<file path="config.mk">
export PLATFORM = sky130hd
export DESIGN_NAME = pe_result_pack
export DESIGN_NICKNAME = d
export VERILOG_FILES = /design/src/rtl/pe_pkg.sv /design/src/rtl/vec_fifo.sv /design/src/rtl/pe_result_pack.sv
export SDC_FILE = /design/constraint.sdc
export NUM_CORES = 1
export LEC_CHECK = 0
export ABC_AREA = 1
export CAP_MARGIN = 40
export CORE_MARGIN = 2
export CORE_UTILIZATION = 28
export CTS_CLUSTER_DIAMETER = 60
export DETAILED_ROUTE_END_ITERATION = 10
export HOLD_SLACK_MARGIN = 0.15
export PLACE_DENSITY_LB_ADDON = 0.15
export SKIP_CTS_REPAIR_TIMING = 1
export SLEW_MARGIN = 20
export SYNTH_ARGS = -nofsm -noshare
export SYNTH_HDL_FRONTEND = slang
export SYNTH_HIERARCHICAL = 1
export SYNTH_SLANG_ARGS = --single-unit
export TNS_END_PERCENT = 5
</file>
<file path="constraint.sdc">
create_clock -name clk -period 14.7 [get_ports clk]
set_input_delay 2.94 -clock clk [delete_from_list [all_inputs] [get_ports clk]]
set_output_delay 2.94 -clock clk [all_outputs]
set_load 0.01 [all_outputs]
</file>
<file path="src/rtl/pe_pkg.sv">
// Shared constants, FSM state encoding and beat helpers for the PE result packer.
package pe_pkg;

    localparam logic [7:0]  HDR_MAGIC     = 8'hA5;
    localparam int unsigned BEATS_PER_VEC = 4;
    localparam int unsigned LANES         = 8;
    localparam int unsigned VEC_W         = 128;

    typedef enum logic [1:0] {
        IDLE    = 2'd0,
        HDR     = 2'd1,
        PAYLOAD = 2'd2
    } state_t;

    // Beat k of a vector carries lanes 2k+1 (upper half) and 2k (lower half).
    function automatic logic [31:0] beat_sel(input logic [VEC_W-1:0] vec, input logic [1:0] idx);
        return vec[{idx, 5'd0} +: 32];
    endfunction

    function automatic logic [31:0] make_hdr(input logic [7:0] seq, input int unsigned frame_len);
        return {HDR_MAGIC, seq, 16'(frame_len * BEATS_PER_VEC)};
    endfunction

endpackage

</file>
<file path="src/rtl/vec_fifo.sv">
// Synchronous vector FIFO with registered occupancy count and a head+1 peek port.
module vec_fifo #(
    parameter int unsigned WIDTH = 128,
    parameter int unsigned DEPTH = 4
) (
    input  logic                     clk,
    input  logic                     rst,
    input  logic                     push,
    input  logic                     pop,
    input  logic [WIDTH-1:0]         wr_data,
    output logic [WIDTH-1:0]         rd_data,
    output logic [WIDTH-1:0]         rd_data_nxt,
    output logic                     full,
    output logic                     empty,
    output logic [$clog2(DEPTH):0]   count
);
    localparam int unsigned AW = $clog2(DEPTH);

    logic [WIDTH-1:0] mem [DEPTH];
    logic [AW-1:0]    wr_ptr;
    logic [AW-1:0]    rd_ptr;
    logic [AW-1:0]    rd_ptr_nxt;
    logic             do_push;
    logic             do_pop;

    assign full        = (count == (AW + 1)'(DEPTH));
    assign empty       = (count == '0);
    assign do_push     = push & ~full;
    assign do_pop      = pop & ~empty;
    assign rd_ptr_nxt  = rd_ptr + AW'(1);
    assign rd_data     = mem[rd_ptr];
    assign rd_data_nxt = mem[rd_ptr_nxt];

    always_ff @(posedge clk) begin
        if (rst) begin
            wr_ptr <= '0;
            rd_ptr <= '0;
            count  <= '0;
        end else begin
            if (do_push) wr_ptr <= wr_ptr + AW'(1);
            if (do_pop)  rd_ptr <= rd_ptr_nxt;
            case ({do_push, do_pop})
                2'b10:   count <= count + 1'b1;
                2'b01:   count <= count - 1'b1;
                default: count <= count;
            endcase
        end
    end

    always_ff @(posedge clk) begin
        if (do_push) mem[wr_ptr] <= wr_data;
    end

endmodule

</file>
<file path="src/rtl/pe_result_pack.sv">
// Packs 8-lane PE result vectors into framed 32-bit packets: header beat plus FRAME_LEN*4 payload beats.
module pe_result_pack
    import pe_pkg::*;
#(
    parameter int unsigned FRAME_LEN = 2,
    parameter int unsigned DEPTH     = 4
) (
    input  logic        clk,
    input  logic        rst,
    input  logic [15:0] pe_data_0,
    input  logic [15:0] pe_data_1,
    input  logic [15:0] pe_data_2,
    input  logic [15:0] pe_data_3,
    input  logic [15:0] pe_data_4,
    input  logic [15:0] pe_data_5,
    input  logic [15:0] pe_data_6,
    input  logic [15:0] pe_data_7,
    input  logic        pe_vld,
    output logic        pe_rdy,
    output logic        ovf_err,
    output logic        tx_sop,
    output logic        tx_eop,
    output logic        tx_vld,
    output logic [31:0] tx_data,
    input  logic        tx_rdy
);
    localparam int unsigned CW = $clog2(DEPTH) + 1;

    logic [VEC_W-1:0] wr_vec;
    logic [VEC_W-1:0] rd_vec;
    logic [VEC_W-1:0] rd_vec_nxt;
    logic             full;
    logic             empty;
    logic [CW-1:0]    count;
    logic             rdy_en;
    logic             push;
    logic             pop;

    state_t           state;
    logic [7:0]       seq;
    logic [1:0]       beat_cnt;
    logic [3:0]       vec_cnt;
    logic             tx_xfer;
    logic             last_vec;
    logic             has_next;

    assign wr_vec   = {pe_data_7, pe_data_6, pe_data_5, pe_data_4,
                       pe_data_3, pe_data_2, pe_data_1, pe_data_0};
    assign pe_rdy   = rdy_en & ~full;
    assign push     = pe_vld & pe_rdy;
    assign tx_xfer  = tx_vld & tx_rdy;
    assign last_vec = (vec_cnt == 4'(FRAME_LEN - 1));
    assign has_next = (count > CW'(1));
    assign pop      = (state == PAYLOAD) && tx_xfer && (beat_cnt == 2'd3);

    vec_fifo #(
        .WIDTH (VEC_W),
        .DEPTH (DEPTH)
    ) u_fifo (
        .clk         (clk),
        .rst         (rst),
        .push        (push),
        .pop         (pop),
        .wr_data     (wr_vec),
        .rd_data     (rd_vec),
        .rd_data_nxt (rd_vec_nxt),
        .full        (full),
        .empty       (empty),
        .count       (count)
    );

    always_ff @(posedge clk) begin
        if (rst) begin
            state    <= IDLE;
            seq      <= '0;
            beat_cnt <= '0;
            vec_cnt  <= '0;
            tx_vld   <= 1'b0;
            tx_sop   <= 1'b0;
            tx_eop   <= 1'b0;
            tx_data  <= '0;
            rdy_en   <= 1'b0;
            ovf_err  <= 1'b0;
        end else begin
            rdy_en <= 1'b1;
            if (pe_vld && !pe_rdy) ovf_err <= 1'b1;

            case (state)
                IDLE: begin
                    if (!empty) begin
                        tx_data <= make_hdr(seq, FRAME_LEN);
                        tx_sop  <= 1'b1;
                        tx_eop  <= 1'b0;
                        tx_vld  <= 1'b1;
                        state   <= HDR;
                    end else begin
                        tx_vld  <= 1'b0;
                    end
                end

                HDR: begin
                    if (tx_rdy) begin
                        state    <= PAYLOAD;
                        vec_cnt  <= '0;
                        beat_cnt <= '0;
                        tx_sop   <= 1'b0;
                        tx_eop   <= 1'b0;
                        tx_data  <= beat_sel(rd_vec, 2'd0);
                        tx_vld   <= ~empty;
                    end
                end

                PAYLOAD: begin
                    if (tx_xfer) begin
                        if (beat_cnt == 2'd3) begin
                            // The head vector is popped this edge, so the next one is read via the peek port.
                            if (last_vec) begin
                                seq      <= seq + 8'd1;
                                vec_cnt  <= '0;
                                beat_cnt <= '0;
                                tx_eop   <= 1'b0;
                                // Loading the next header here keeps packets back-to-back.
                                if (has_next) begin
                                    tx_data <= make_hdr(seq + 8'd1, FRAME_LEN);
                                    tx_sop  <= 1'b1;
                                    tx_vld  <= 1'b1;
                                    state   <= HDR;
                                end else begin
                                    tx_vld  <= 1'b0;
                                    state   <= IDLE;
                                end
                            end else begin
                                vec_cnt  <= vec_cnt + 4'd1;
                                beat_cnt <= '0;
                                tx_eop   <= 1'b0;
                                tx_data  <= beat_sel(rd_vec_nxt, 2'd0);
                                tx_vld   <= has_next;
                            end
                        end else begin
                            beat_cnt <= beat_cnt + 2'd1;
                            tx_data  <= beat_sel(rd_vec, beat_cnt + 2'd1);
                            tx_eop   <= last_vec && (beat_cnt == 2'd2);
                        end
                    end else if (!tx_vld && !empty) begin
                        tx_data <= beat_sel(rd_vec, beat_cnt);
                        tx_vld  <= 1'b1;
                    end
                end

                default: begin
                    state  <= IDLE;
                    tx_vld <= 1'b0;
                end
            endcase
        end
    end

endmodule
</file>
==> impl_results.rst <==
.. list-table::
   :header-rows: 1

   * - Metric
     - Value
   * - Run status
     - finished, final reports clean
   * - Number of levels the H-tree was split into
     - 3
   * - Final critical-path required period
     - 5460 ps
   * - Total global routing track utilization
     - 0.183
   * - Fin cells
     - 3,918
   * - Kind of end point of the critical path
     - flip-flop
   * - Yosys warns
     - 6
   * - CORE AREA
     - 0.0917 mm^2
   * - Share of the core filled with cells in the final layout
     - 0.339
   * - Peak supply drop
     - 0.0853 mV
   * - Residual antenna-violating net count after detailed routing
     - 0
   * - Type of the most critical hold path
     - reg -> reg
   * - Static leakage power
     - 0.0110 uW
   * - Kind of critical path
     - in -> reg
   * - Worst Path Max Fanout
     - 45
   * - Maxcap violations
     - 0
   * - Placed wire-length estimate
     - 56,200 um
   * - Clock tree from TritonCTS
     - built
   * - Antenna violations before repair
     - 1
   * - Clock transition time at the flip-flop clock pins of the worst setup and hold paths
     - 50 ps
   * - Power per Cell Area
     - 151 mW/mm^2
   * - Starting Density
     - 0.282
   * - FF-to-FF End
     - tx_data[19]
   * - Final Net Count
     - 2,826
   * - Relative area change from synthesis to final layout
     - 20.2%
   * - Proportion of layout cells with a drive suffix above 1
     - 0.0652
   * - Average cell area after synthesis
     - 10.1 um^2
   * - Setup Total Neg Slack
     - 0 ps
   * - Area of the multi-input gates
     - 0.00787 mm^2
   * - Post-Syn Nets
     - 2,722
   * - FF-to-FF path depth
     - 16
   * - Full die area
     - 0.0949 mm^2
   * - Wire length per cell
     - 22.5 um
   * - Horizontal extent of the die
     - 308 um
   * - Worst-Margin Slew
     - 1310 ps
   * - Max_slew headroom
     - 0.125
   * - Number of detailed-route iterations in the first pass
     - 6
   * - Site row count
     - 111
   * - RSZ-0062 raised after global routing
     - no
   * - Sink Count
     - 574
   * - Launch point of the worst hold path
     - ovf_err
   * - Tcrit/Tclk final
     - 0.371
   * - Via Count
     - 19,600
   * - Synth Instances
     - 2,574
   * - Root buffer cell
     - sky130_fd_sc_hd__clkbuf_16
   * - Total DRC errors in the routed layout
     - 0
   * - Final hold violation count
     - 0
   * - FF/Latch Area
     - 0.0166 mm^2
   * - Fillers
     - 9,066
   * - Die height
     - 308 um
   * - End point of the worst hold path
     - ovf_err
   * - Instance count along the most critical hold path
     - 2
   * - Final wirelength
     - 88,200 um
   * - Number of port buffers
     - 168
   * - TritonCTS Buffers
     - 73
   * - Crit path required time
     - 14,930 ps
   * - Number of top-level design ports
     - 169
   * - Worst slack at placement
     - 8580 ps
   * - Number of max-slew violations in the final report
     - 0
   * - Grt total ovfl
     - 0
   * - Max clock buf depth
     - 3
   * - Via-to-Cell Ratio
     - 5.00
   * - Minimum setup slack in the final design
     - 9240 ps
   * - Kind of start point of the critical path
     - input pin
   * - Worst-skew pair later-pin latency
     - 620 ps
   * - Achievable Freq
     - 0.183 GHz
   * - Worst clock skew on the final layout
     - 32.7 ps
   * - Arrival time reported for the critical path endpoint
     - 5690 ps
   * - Number of DRC violations after detailed-routing iteration 0
     - 1,585
   * - Placed insts
     - 3,783
   * - Pin count of the biggest net entering global routing
     - 129
   * - Number of global-route vias before repair
     - 18,500
   * - Synth Cell Area
     - 0.0259 mm^2
   * - R2R Setup Slk
     - 10,660 ps
   * - Final setup vio count
     - 0
   * - First-pass GRT wire length
     - 127,000 um
   * - Gpl congestion
     - 0.842
[critical path, cell delays in order]
cell and delay [ps]:
sky130_fd_sc_hd__clkdlybuf4s50_1 470, sky130_fd_sc_hd__nor3b_1 480, sky130_fd_sc_hd__nand2_1 400, sky130_fd_sc_hd__nor2_4 620
sky130_fd_sc_hd__buf_4 700
[metrics by stage]
stage / hold slack, ps / instance area, um^2 / power, uW
after global routing: 477 / 31100 / 4920
after floorplan: 474 / 25900 / 2580
final: 448 / 31100 / 4710
after CTS: 454 / 31000 / 4730
after global placement: 440 / 28400 / 2940
after detailed placement: 445 / 28600 / 2950
[cell usage in the layout (no fill, tap or decap), drive strengths merged, types with 15 or more instances in the layout]
cell type      count
nand3            208
ha                15
clkdlybuf4s50    168
nand2            517
clkinv            23
buf               38
edfxtp           512
o21ai            349
dfxtp             62
inv              150
o22ai            115
a21oi            101
nor2             317
clkbuf            89
[sequential cells by signal (all words and copies together), names as in the netlist, named ones only]
register	count
tx_data	32
rdy_en	1
u_fifo/mem	512
u_fifo/wr_ptr	2
u_fifo/rd_ptr	2
beat_cnt	2
vec_cnt	4
seq	8
tx_eop	1
ovf_err	1
state	2
u_fifo/count	3
tx_sop	1
tx_vld	1
[power breakdown]
part           total, uW  switching, uW  leakage, uW  internal [uW]
registers           1910           67.5      0.00516           1850
logic               1030            702      0.00463            327
clock network       1760            694      0.00116           1070
total               4710           1460       0.0109           3240
[area by class of cell]
class | instances | area share
clock buffer | 89 | 0.0623
sequential | 574 | 0.535
inverter | 144 | 0.0177
antenna | 1 | 0.0000804
tap | 1186 | 0.0477
multi-input combinational | 1679 | 0.253
timing repair buffer | 206 | 0.0701
clock inverter | 39 | 0.0144
[per-layer routing]
metal | GRT usage | up-vias | wire length [um]
met4 | 0.0523 | 0 | 2260
met2 | 0.309 | 584 | 42600
met1 | 0.247 | 9679 | 39200
li1 | - | 9226 | -
met3 | 0.0238 | 100 | 4230
met5 | 0 | - | 0
[worst max path at each step]
stage,startpoint,end,cells after the start
global placement,pe_vld,u_fifo/mem[1][87],5
floorplan,pe_vld,u_fifo/mem[0][0],3
finish,pe_vld,u_fifo/mem[1][79],5
detailed placement,pe_vld,u_fifo/mem[1][85],5
global route,pe_vld,u_fifo/mem[1][79],5
CTS,pe_vld,u_fifo/mem[1][120],5
(Power assumes the default switching activity.)
